**src/rtl/ps2_host_tx_if.sv**
```systemverilog
// Host-side request/status bundle for the PS/2 host transmitter.
// The master issues bytes; the slave (ps2_host_tx) reports progress and outcome.
interface ps2_host_tx_if;
    logic [7:0] tx_data;
    logic       tx_valid;
    logic       tx_ready;
    logic       busy;
    logic       done;
    logic       ack_ok;
    logic       timeout;

    modport master (
        output tx_data, tx_valid,
        input  tx_ready, busy, done, ack_ok, timeout
    );

    modport slave (
        input  tx_data, tx_valid,
        output tx_ready, busy, done, ack_ok, timeout
    );
endinterface

```
**src/rtl/ps2_host_tx.sv**
```systemverilog
// Host-to-device PS/2 transmitter: inhibits the clock, requests to send, then
// shifts a byte out on device clock falls and checks the device acknowledge.
module ps2_host_tx #(
    parameter int INHIBIT_CYCLES = 2600,
    parameter int TIMEOUT_CYCLES = 400000,
    parameter int CNT_W          = 19
) (
    input  logic         clk,
    input  logic         RSTB,
    ps2_host_tx_if.slave host,
    input  logic         ps2_clk_i,
    input  logic         ps2_data_i,
    output logic         ps2_clk_oe,
    output logic         ps2_data_oe
);

    typedef enum logic [2:0] {
        IDLE,
        INHIBIT,
        RTS,
        XFER,
        ACK,
        DONE
    } state_t;

    localparam logic [CNT_W-1:0] INHIBIT_LAST = CNT_W'(INHIBIT_CYCLES - 1);
    localparam logic [CNT_W-1:0] TIMEOUT_LAST = CNT_W'(TIMEOUT_CYCLES - 1);
    localparam logic [CNT_W-1:0] CNT_MAX      = '1;

    state_t           state, state_nx;
    logic [CNT_W-1:0] cnt, cnt_nx, cnt_sat;
    logic [3:0]       idx, idx_nx;
    logic [9:0]       frame, frame_nx;
    logic             ack_ok_r, ack_nx;
    logic             timeout_r, timeout_nx;
    logic             clk_oe_nx, data_oe_nx;
    logic             clk_s1, clk_s2, clk_s3;
    logic             data_s1, data_s2;
    logic             fall;

    // Lines idle high, so the synchronizers reset to 1 to avoid a false fall.
    always_ff @(posedge clk or negedge RSTB) begin
        if (!RSTB) begin
            clk_s1  <= 1'b1;
            clk_s2  <= 1'b1;
            clk_s3  <= 1'b1;
            data_s1 <= 1'b1;
            data_s2 <= 1'b1;
            fall    <= 1'b0;
        end else begin
            clk_s1  <= ps2_clk_i;
            clk_s2  <= clk_s1;
            clk_s3  <= clk_s2;
            data_s1 <= ps2_data_i;
            data_s2 <= data_s1;
            fall    <= clk_s3 & ~clk_s2;
        end
    end

    always_ff @(posedge clk or negedge RSTB) begin
        if (!RSTB) begin
            state       <= IDLE;
            cnt         <= '0;
            idx         <= '0;
            frame       <= '0;
            ack_ok_r    <= 1'b0;
            timeout_r   <= 1'b0;
            ps2_clk_oe  <= 1'b0;
            ps2_data_oe <= 1'b0;
        end else begin
            state       <= state_nx;
            cnt         <= cnt_nx;
            idx         <= idx_nx;
            frame       <= frame_nx;
            ack_ok_r    <= ack_nx;
            timeout_r   <= timeout_nx;
            ps2_clk_oe  <= clk_oe_nx;
            ps2_data_oe <= data_oe_nx;
        end
    end

    assign cnt_sat = (cnt == CNT_MAX) ? cnt : cnt + CNT_W'(1);

    always_comb begin
        state_nx   = state;
        cnt_nx     = cnt;
        idx_nx     = idx;
        frame_nx   = frame;
        ack_nx     = ack_ok_r;
        timeout_nx = timeout_r;
        clk_oe_nx  = 1'b0;
        data_oe_nx = ps2_data_oe;

        case (state)
            IDLE: begin
                data_oe_nx = 1'b0;
                if (host.tx_valid) begin
                    // Frame holds d0..d7, odd parity, stop; start is driven by RTS.
                    frame_nx   = {1'b1, ~^host.tx_data, host.tx_data};
                    ack_nx     = 1'b0;
                    timeout_nx = 1'b0;
                    cnt_nx     = '0;
                    idx_nx     = '0;
                    clk_oe_nx  = 1'b1;
                    state_nx   = INHIBIT;
                end
            end

            INHIBIT: begin
                data_oe_nx = 1'b0;
                if (cnt >= INHIBIT_LAST) begin
                    cnt_nx     = '0;
                    data_oe_nx = 1'b1;
                    state_nx   = RTS;
                end else begin
                    cnt_nx    = cnt_sat;
                    clk_oe_nx = 1'b1;
                end
            end

            RTS, XFER, ACK: begin
                if (fall) begin
                    cnt_nx = '0;
                    if (state == RTS) begin
                        idx_nx   = '0;
                        state_nx = XFER;
                    end else if (state == XFER) begin
                        data_oe_nx = ~frame[idx];
                        idx_nx     = idx + 4'd1;
                        if (idx == 4'd9) state_nx = ACK;
                    end else begin
                        data_oe_nx = 1'b0;
                        ack_nx     = ~data_s2;
                        state_nx   = DONE;
                    end
                end else if (cnt >= TIMEOUT_LAST) begin
                    data_oe_nx = 1'b0;
                    timeout_nx = 1'b1;
                    ack_nx     = 1'b0;
                    state_nx   = DONE;
                end else begin
                    cnt_nx = cnt_sat;
                    if (state == ACK) data_oe_nx = 1'b0;
                end
            end

            DONE: begin
                data_oe_nx = 1'b0;
                state_nx   = IDLE;
            end

            default: begin
                data_oe_nx = 1'b0;
                state_nx   = IDLE;
            end
        endcase
    end

    assign host.tx_ready = (state == IDLE);
    assign host.busy     = (state != IDLE);
    assign host.done     = (state == DONE);
    assign host.ack_ok   = ack_ok_r;
    assign host.timeout  = timeout_r;

endmodule
```
**src/flat_wrapper.sv**
```systemverilog
// flat-port wrapper written by rule: the top's interface ports become plain ports
module ps2_host_tx_flat 
#(
    parameter int INHIBIT_CYCLES = 2600,
    parameter int TIMEOUT_CYCLES = 400000,
    parameter int CNT_W          = 19
)
  (clk, RSTB, ps2_clk_i, ps2_data_i, ps2_clk_oe, ps2_data_oe, host_tx_data, host_tx_valid, host_tx_ready, host_busy, host_done, host_ack_ok, host_timeout);
  ps2_host_tx_if host_i ();
  input  logic clk;
  input  logic RSTB;
  input  logic ps2_clk_i;
  input  logic ps2_data_i;
  output logic ps2_clk_oe;
  output logic ps2_data_oe;
  input wire logic [$bits(host_i.tx_data)-1:0] host_tx_data;
  input wire logic [$bits(host_i.tx_valid)-1:0] host_tx_valid;
  output wire logic [$bits(host_i.tx_ready)-1:0] host_tx_ready;
  output wire logic [$bits(host_i.busy)-1:0] host_busy;
  output wire logic [$bits(host_i.done)-1:0] host_done;
  output wire logic [$bits(host_i.ack_ok)-1:0] host_ack_ok;
  output wire logic [$bits(host_i.timeout)-1:0] host_timeout;
  assign host_i.tx_data = host_tx_data;
  assign host_i.tx_valid = host_tx_valid;
  assign host_tx_ready = host_i.tx_ready;
  assign host_busy = host_i.busy;
  assign host_done = host_i.done;
  assign host_ack_ok = host_i.ack_ok;
  assign host_timeout = host_i.timeout;
  ps2_host_tx #(.INHIBIT_CYCLES(INHIBIT_CYCLES), .TIMEOUT_CYCLES(TIMEOUT_CYCLES), .CNT_W(CNT_W)) u_core (.clk(clk), .RSTB(RSTB), .host(host_i), .ps2_clk_i(ps2_clk_i), .ps2_data_i(ps2_data_i), .ps2_clk_oe(ps2_clk_oe), .ps2_data_oe(ps2_data_oe));
endmodule
```
**config.mk**
```make
export PLATFORM = sky130hd
export DESIGN_NAME = ps2_host_tx_flat
export DESIGN_NICKNAME = d
export VERILOG_FILES = /design/src/rtl/ps2_host_tx_if.sv /design/src/rtl/ps2_host_tx.sv /design/src/flat_wrapper.sv
export SDC_FILE = /design/constraint.sdc
export NUM_CORES = 1
export LEC_CHECK = 0
export CORE_AREA = 3 3 62 86
export DETAILED_ROUTE_END_ITERATION = 16
export DIE_AREA = 0 0 65 89
export PLACE_DENSITY_LB_ADDON = 0.05
export SYNTH_ARGS = -nofsm -noshare
export SYNTH_HDL_FRONTEND = slang
export SYNTH_SLANG_ARGS = --single-unit
```
**constraint.sdc**
```tcl
create_clock -name clk -period 2.7 [get_ports clk]
set_input_delay 0.405 -clock clk [delete_from_list [all_inputs] [get_ports clk]]
set_output_delay 0.405 -clock clk [all_outputs]
set_load 0.01 [all_outputs]
```
---- After elaboration in Yosys (flattened, before gate mapping) ----
Index checks and enable logic that the tools add are counted.
cells by class
  add/sub/neg operators ................... 2
  $lt $le $gt $ge ......................... 3
  eq/ne operators ......................... 19
  multiplexer cells ....................... 40
  bitwise operators ....................... 4
  reductions and logical operators ........ 13
operators by type and width
  cell                                                                                    count
  19-bit two-way mux                                                                      5
  19-bit case mux with 3 select lines                                                     1
  3-bit two-way mux                                                                       7
  19-bit by 1-bit adder with 19-bit output (second input constant)                        1
  19-bit equality test (second input constant)                                            1
  19-bit by 12-bit greater-or-equal comparator with 1-bit output (second input constant)  1
  19-bit greater-or-equal comparator (second input constant)                              1
  1-bit two-way mux                                                                       16
  4-bit two-way mux                                                                       4
  4-bit AND reduction                                                                     3
  3-bit case mux with 3 select lines                                                      1
  1-bit case mux with 2 select lines                                                      4
  4-bit case mux with 2 select lines                                                      1
  8-bit XNOR reduction                                                                    1
  3-bit by 2-bit equality test with 1-bit output (second input constant)                  2
  3-bit equality test (second input constant)                                             2
  2-bit by 1-bit != test with 1-bit output (second input constant)                        3
  3-bit by 1-bit != test with 1-bit output (second input constant)                        2
  3-bit != test (second input constant)                                                   2
  3-bit nonzero test                                                                      2
  4-bit by 5-bit < comparator with 1-bit output (second input constant)                   1
  5-bit != test (second input constant)                                                   1
  5-bit AND reduction                                                                     1
  4-bit by 1-bit adder with 4-bit output (second input constant)                          1
  other kinds (13)                                                                        17
storage, ports and cells
  flip-flop bits (word level) ............. 46
  input bits .............................. 13
  output and inout bits ................... 7
  word-level logic and storage cells ...... 95

---- Logic depth before layout (Yosys ltp) ----
Gate-level depths: netlist of the first run.
  depth in word-level cells ............... 7
  gate-level depth with buffers ........... 9
  depth with buffers taken out ............ 7

---- Worst setup path after synthesis of the first run ----
Ideal clock, no wire load.
  kind .................................... flip-flop to flip-flop
  from .................................... register u_core.cnt[13]
  to ...................................... register u_core.cnt[15]
  library setup time ...................... 79 ps
  arrival ................................. 2081 ps
  data required time ...................... 2621 ps
  slack ................................... 539 ps
  cell stages (with the launch flop) ...... 8
  path buffers ............................ 1
  period minus slack after synthesis ...... 2161 ps
  cells stage by stage .................... dfrtp_1 or4_4 nor3_2 o31ai_1 a211oi_4 buf_4 nand3b_1 mux2i_1
on the way
  word-level cells in the longest chain between the ends .. 5
  elaborated cells on any way between the ends .. 11
  classes of those cells .................. 1 x add/sub; 2 x order compare; 2 x eq/ne; 5 x mux; 1 x reduce/logical
ends and longest elaborated chain
  element                                                                           line                source
  from (decl)                                                                       ps2_host_tx.sv:31   logic [CNT_W-1:0] cnt, cnt_nx, cnt_sat;
  from (signal assigned)                                                            ps2_host_tx.sv:72   cnt <= cnt_nx;
  19-bit by 1-bit adder with 19-bit output or 19-bit equality test (tied branches)  ps2_host_tx.sv:82   assign cnt_sat = (cnt == CNT_MAX) ? cnt : cnt + CNT_W'(1);
  19-bit two-way mux                                                                ps2_host_tx.sv:82
  19-bit two-way mux                                                                ps2_host_tx.sv:136  end else if (cnt >= TIMEOUT_LAST) begin
  19-bit two-way mux                                                                ps2_host_tx.sv:122  if (fall) begin
  19-bit case mux with 3 select lines                                               ps2_host_tx.sv:94   case (state)
Several ways; a longest one is shown, not always the timed one. The select of a mux whose other input is x is not followed.
A chain may end at the register's enable or synchronous reset.

---- Worst setup path after layout of the first run ----
  from .................................... register u_core.cnt[0]
  to ...................................... register u_core.cnt[11]
The elaborated chain is that of the path after synthesis.

==> flow_metrics.env, run 1 <==
export IMPL_startpoint_type="register"
export IMPL_pin_count=20
export IMPL_worstSetupEndpoint="u_core.cnt[11]"
export IMPL_clockBufferDepth=2
export IMPL_worstMarginPinSlew_ps=964
export IMPL_final_max_slew_violation_count=0
export IMPL_cts_buffers_inserted=5
export IMPL_synth_most_common_cell="dfrtp_1"
export IMPL_gp_congestion=0.866
export IMPL_fin_crit_ps=2510
export IMPL_final_nets=301
export IMPL_ys_flop_type="dfrtp_1"
export IMPL_wl_mm=5.81
export IMPL_hp_class="in2async"
export IMPL_dr_max_layer_used="met4"
export IMPL_cts_tree="yes"
export IMPL_nFillCells=393
export IMPL_synth_top_cell_area_share=0.388
export IMPL_cp_startpoint="u_core.cnt[0]"
export IMPL_fin_crit_sh=0.930
export IMPL_grt_max_degree=46
export IMPL_setup_viol=0
export IMPL_slew_headroom=0.357
export IMPL_rsz0062_at_grt="no"
export IMPL_yosysSeqAreaShare=0.438
export IMPL_rows=29
export IMPL_initial_core_util=0.574
export IMPL_end_kind="register"
export IMPL_drive_above_1_share=0.175
export IMPL_route_met2_wl_mm=3.05
export IMPL_drc=0
export IMPL_ant_nets=0
export IMPL_dp_hpwl_mm=4.20
export IMPL_htreeDepth=2
export IMPL_hold_viol=0
export IMPL_r2r_start="u_core.cnt[0]"
export IMPL_viasPerCell=6.26
export IMPL_grt_pass1_vias=2072
export IMPL_syn_inst=266
export IMPL_ctsResizeCount=0
export IMPL_post_route_util=0.647
export IMPL_status="finished, final reports clean"
export IMPL_mappedNetlistNets=282
export IMPL_stdcell_count=348
export IMPL_fmax_mhz=398
export IMPL_yosysTopAreaCell="dfrtp_1"
export IMPL_stdcell_area_um2=2980
export IMPL_vdd_drop_max_uv=442
export IMPL_drt_first_pass_iters=4
export IMPL_r2r_end="u_core.cnt[11]"
export IMPL_async_reset_ff_frac=1.00
export IMPL_placed_cell_area_um2=2890
export IMPL_worstPathArrival_ps=2750
export IMPL_clock_root_buffer="clkbuf_8"
export IMPL_die_width_um=65
export IMPL_port_buffers=19
export IMPL_yosysWarningCount=0
export IMPL_postCtsSetupBuffers=0
export IMPL_crit_type="reg2reg"
export IMPL_holdBufCountCts=0
export IMPL_drtIter0Drc=186
export IMPL_antenna_cells=0
export IMPL_area_growth_pct=12.7
export IMPL_overflow=0
export IMPL_place_ws_ps=237
export IMPL_reg2reg_depth=7
export IMPL_grt_pass1_wl_mm=9.83
export IMPL_yosys_top_cells_count="dfrtp_1 (41), nand2_1 (27), o21ai_0 (16)"
export IMPL_synth_cell_type_count=61
export IMPL_via_count=2178
export IMPL_drt_met1_wl_mm=2.50
export IMPL_fin_skew_ps=3.99
export IMPL_power_total_mw=2.12
export IMPL_setup_tns_ps=0
export IMPL_clk_pin_slew_ps=90
export IMPL_netlist_top_cells_area="dfrtp_1 (39%), dfstp_2 (5.0%), mux2_2 (3.8%), nand2_1 (3.8%), o21ai_0 (3.0%)"
export IMPL_powerDensity_nw_per_um2=713
export IMPL_synth_area_um2=2650
export IMPL_clk_insertion_delay_late_ps=300
export IMPL_core_area_um2=4610
export IMPL_antenna_found_initial=0
export IMPL_ys_ff_latch=46
export IMPL_reg2reg_slack_ps=190
export IMPL_required_ps=2940
export IMPL_leakagePower_nw=1.20
export IMPL_die_h_um=89
export IMPL_synth_edf_count=0
export IMPL_dr_wl_met3_um=142
export IMPL_clock_sinks=46
export IMPL_fin_ws_ps=188
export IMPL_whs_ps=250
export IMPL_synth_avg_cell_area_um2=9.94
export IMPL_grt_util_all_layers=0.220
export IMPL_post_drt_wl_per_cell_um=16.7
export IMPL_max_cap_viol_count=0
export IMPL_dp_cells=340
export IMPL_die_area_um2=5790
export IMPL_crit_fanout=14
worst min path at each step:
| stage | start | endpoint | slack (ps) | cells past startpoint |
|---|---|---|---|---|
| 5_1_grt | RSTB | u_core.frame[4] | 320 | 1 |
| 2_1_floorplan | RSTB | u_core.cnt[0] | 110 | 0 |
| 3_3_place_gp | u_core.data_s1 | u_core.data_s2 | 350 | 0 |
| 3_5_place_dp | u_core.clk_s1 | u_core.clk_s2 | 350 | 0 |
| 4_1_cts | RSTB | u_core.frame[4] | 290 | 1 |
| 6_report | RSTB | u_core.frame[4] | 250 | 1 |
power by group:
part | internal [mW] | switching [mW]
combinational | 0.346 | 0.335
clock | 0.182 | 0.248
sequential | 0.846 | 0.167
routing by layer:
| layer | GRT usage | vias up |
|---|---|---|
| met3 | 0.0352 | 11 |
| li1 | - | 1038 |
| met2 | 0.392 | 43 |
| met5 | 0 | - |
| met4 | 0.0923 | 0 |
| met1 | 0.264 | 1086 |
kinds of logic after synthesis:
| logic type | Yosys count | share of synthesized area |
|---|---|---|
| fa+ha+maj | 3 | 0.0142 |
| flops | 46 | 0.438 |
| buf+inv | 18 | 0.0341 |
| xor+xnor | 7 | 0.0232 |
| simple gates | 112 | 0.249 |
| mux | 13 | 0.0629 |
| compound gates | 67 | 0.179 |
critical path, cell delays in order, from the launching register on:
cell	delay [ps]
dfrtp_1	450
ha_1	300
a21o_1	170
a311oi_1	380
o2111ai_1	270
and2_4	270
or4_1	520
nand2_1	80
placed cells by master, fill, tap and decap left out, types with 3 or more instances in the layout:
cell / n
nor4_1: 3
nor3_1: 7
clkbuf_8: 5
nand4_1: 10
and4_1: 3
nand2_1: 27
buf_4: 4
o21ai_2: 5
a21oi_1: 11
or4_1: 5
or3_1: 10
inv_1: 6
o31ai_1: 6
nor2_1: 4
o21ai_0: 16
mux2_2: 9
clkdlybuf4s50_1: 18
nand3_1: 11
a21oi_2: 5
ha_1: 3
nand2b_1: 5
o211ai_1: 3
dfrtp_1: 41
nor2b_1: 3
o21a_1: 5
a21o_1: 3
and3_1: 4
xnor2_1: 6
dfstp_2: 5
and2_1: 3
registers in the layout (all words and copies together), names as in the netlist:
register             count
u_core.host.timeout      1
u_core.clk_s1            1
u_core.clk_s2            1
u_core.state             3
u_core.data_s1           1
u_core.idx               4
u_core.frame            10
u_core.fall              1
u_core.host.ack_ok       1
u_core.ps2_data_oe       1
u_core.ps2_clk_oe        1
u_core.cnt              19
u_core.data_s2           1
u_core.clk_s3            1
area by class of cell:
type / count / area [um^2] / share of cell area
inverter: 6 / 22.5 / 0.00756
clock buffer: 5 / 68.8 / 0.0231
clock inverter: 3 / 21.3 / 0.00714
tap: 62 / 77.6 / 0.0260
multi-input combinational: 202 / 1400 / 0.469
timing repair buffer: 24 / 235 / 0.0789
sequential: 46 / 1160 / 0.388
Power figures use the tool's default switching activity.
==> run 2: changes to the inputs <==
--- a/config.mk
+++ b/config.mk
@@ -5,9 +5,10 @@
 export SDC_FILE = /design/constraint.sdc
 export NUM_CORES = 1
 export LEC_CHECK = 0
-export CORE_AREA = 3 3 62 86
+export CORE_AREA = 2 2 58 82
 export DETAILED_ROUTE_END_ITERATION = 16
-export DIE_AREA = 0 0 65 89
+export DIE_AREA = 0 0 60 84
+export DONT_BUFFER_PORTS = 1
 export PLACE_DENSITY_LB_ADDON = 0.05
 export SYNTH_ARGS = -nofsm -noshare
 export SYNTH_HDL_FRONTEND = slang
==> run 2 against run 1 <==
Hold slack got worse by 160 ps. Combinational power decreased by 8.1%. Highest routed layer unchanged. Sequential cell count unchanged. Global-route usage increased by 2.4 points. Die area decreased by 13%. Core utilization decreased by 0.61 points. Wire length decreased by 4.2%.
==> flow_metrics.env, run 2 (synthesized netlist as in run 1, its figures left out) <==
export IMPL_status="finished, final reports clean"
export IMPL_die_area_um2=5040
export IMPL_clk_pin_slew_ps=90
export IMPL_crit_slowest_cell="or4_1"
export IMPL_reg_top3="u_core.cnt (19), u_core.frame (10), u_core.idx (4)"
export IMPL_dp_hpwl_mm=3.99
export IMPL_cts_buffers_inserted=5
export IMPL_htreeDepth=2
export IMPL_startpoint_type="register"
export IMPL_crit_fanout=14
export IMPL_grt_pass1_wl_mm=9.49
export IMPL_fmax_mhz=420
export IMPL_final_common_cell="dfrtp_1"
export IMPL_final_cell_mix="dfrtp_1 (41), nand2_1 (27), o21ai_0 (16)"
export IMPL_ant_nets=0
export IMPL_clock_sinks=46
export IMPL_area_growth_pct=6.34
export IMPL_postCtsSetupBuffers=0
export IMPL_antenna_found_initial=0
export IMPL_ctsResizeCount=0
export IMPL_gp_congestion=0.909
export IMPL_power_total_mw=2.08
export IMPL_die_h_um=84
export IMPL_grt_max_degree=47
export IMPL_whs_ps=89.2
export IMPL_dr_wl_met3_um=176
export IMPL_drtIter0Drc=168
export IMPL_holdBufCountCts=2
export IMPL_die_width_um=60
export IMPL_max_cap_viol_count=0
export IMPL_route_met2_wl_mm=2.86
export IMPL_rsz0062_at_grt="no"
export IMPL_clock_root_buffer="clkbuf_8"
export IMPL_drt_met1_wl_mm=2.37
export IMPL_worstPathArrival_ps=2620
export IMPL_top_register="u_core.cnt"
export IMPL_hp_class="in2reg"
export IMPL_slew_headroom=0.640
export IMPL_end_kind="register"
export IMPL_drc=0
export IMPL_clockBufferDepth=2
export IMPL_dr_max_layer_used="met4"
export IMPL_fin_crit_ps=2380
export IMPL_setup_viol=0
export IMPL_core_area_um2=4390
export IMPL_fin_crit_sh=0.882
export IMPL_required_ps=2940
export IMPL_path_cells="ha_1, a21o_1, a311oi_1, o2111ai_1, and2_4, or4_1, nand2_1"
export IMPL_viasPerCell=6.29
export IMPL_overflow=0
export IMPL_hold_viol=0
export IMPL_rows=29
export IMPL_vdd_drop_max_uv=562
export IMPL_port_buffers=0
export IMPL_powerDensity_nw_per_um2=739
export IMPL_antenna_cells=0
export IMPL_wl_mm=5.56
export IMPL_grt_util_all_layers=0.244
export IMPL_final_max_slew_violation_count=0
export IMPL_crit_type="reg2reg"
export IMPL_largest_reg_flops=19
export IMPL_fin_skew_ps=10.7
export IMPL_clk_insertion_delay_late_ps=310
export IMPL_final_nets=281
export IMPL_crit_path_max_incr_delay_ps=500
export IMPL_pin_count=20
export IMPL_via_count=2062
export IMPL_grt_pass1_vias=2047
export IMPL_setup_tns_ps=0
export IMPL_stdcell_area_um2=2810
export IMPL_worstMarginPinSlew_ps=536
export IMPL_initial_core_util=0.602
export IMPL_placed_cell_area_um2=2680
export IMPL_post_drt_wl_per_cell_um=17.0
export IMPL_leakagePower_nw=1.12
export IMPL_drive_above_1_share=0.177
export IMPL_cts_tree="yes"
export IMPL_drt_first_pass_iters=4
==> run 2: cell types whose count changed in the layout (fill, tap and decap cells not counted), sizes merged <==
cell           before  now
dlygate4sd3         0    1
inv                 6    7
clkdlybuf4s50      18    0
clkinvlp            1    2
clkinv              2    0
buf                 6    3
==> run 2: worst paths after layout <==
path / startpoint / endpoint / slack (ps) / depth (start not counted)
min in group asynchronous: RSTB / u_core.frame[5] / 590 / 2
worst min-delay path: ps2_data_i / u_core.data_s1 / 90 / 0
worst max register to register: u_core.cnt[0] / u_core.cnt[0] / 320 / 7
worst min register to register: u_core.clk_s1 / u_core.clk_s2 / 360 / 0
max in group asynchronous: RSTB / u_core.data_s1 / 1840 / 2
worst max-delay path: u_core.cnt[0] / u_core.cnt[0] / 320 / 7
==> run 2: stage by stage <==
step	instances	worst slack, ps	utilization
final	328	320	0.641
after global routing	328	171	0.641
after CTS	328	324	0.641
after detailed placement	318	347	0.611
after global placement	318	395	0.611
after floorplan	266	539	-
==> run 2: routing by layer <==
layer | up-vias | global-route usage
met4 | 0 | 0.111
met5 | - | 0
met3 | 17 | 0.0341
met2 | 52 | 0.407
li1 | 993 | -
met1 | 1000 | 0.302
==> run 2: area by class of cell <==
cell class / count / area, um^2
repair buffers: 4 / 65.1
clock buffers: 5 / 68.8
flip-flops and latches: 46 / 1160
inverters: 6 / 22.5
multi-input cells: 202 / 1400
clock inverters: 3 / 23.8
fillers: 362 / 1580
well taps: 62 / 77.6
==> run 2: power by group <==
part | leakage [nW] | total, mW | switching (mW) | internal, mW
registers | 0.582 | 1.02 | 0.171 | 0.846
logic | 0.501 | 0.626 | 0.318 | 0.308
clock network | 0.0408 | 0.436 | 0.251 | 0.185
==> run 2: worst max-delay path: cells and delay by family, from the launching register on <==
family / cells / cell delay (ps)
AND/OR/NAND/NOR: 3 / 850
AO/OA/AOI/OAI: 3 / 720
flip-flops: 1 / 450
adder cells (fa/ha/maj): 1 / 290
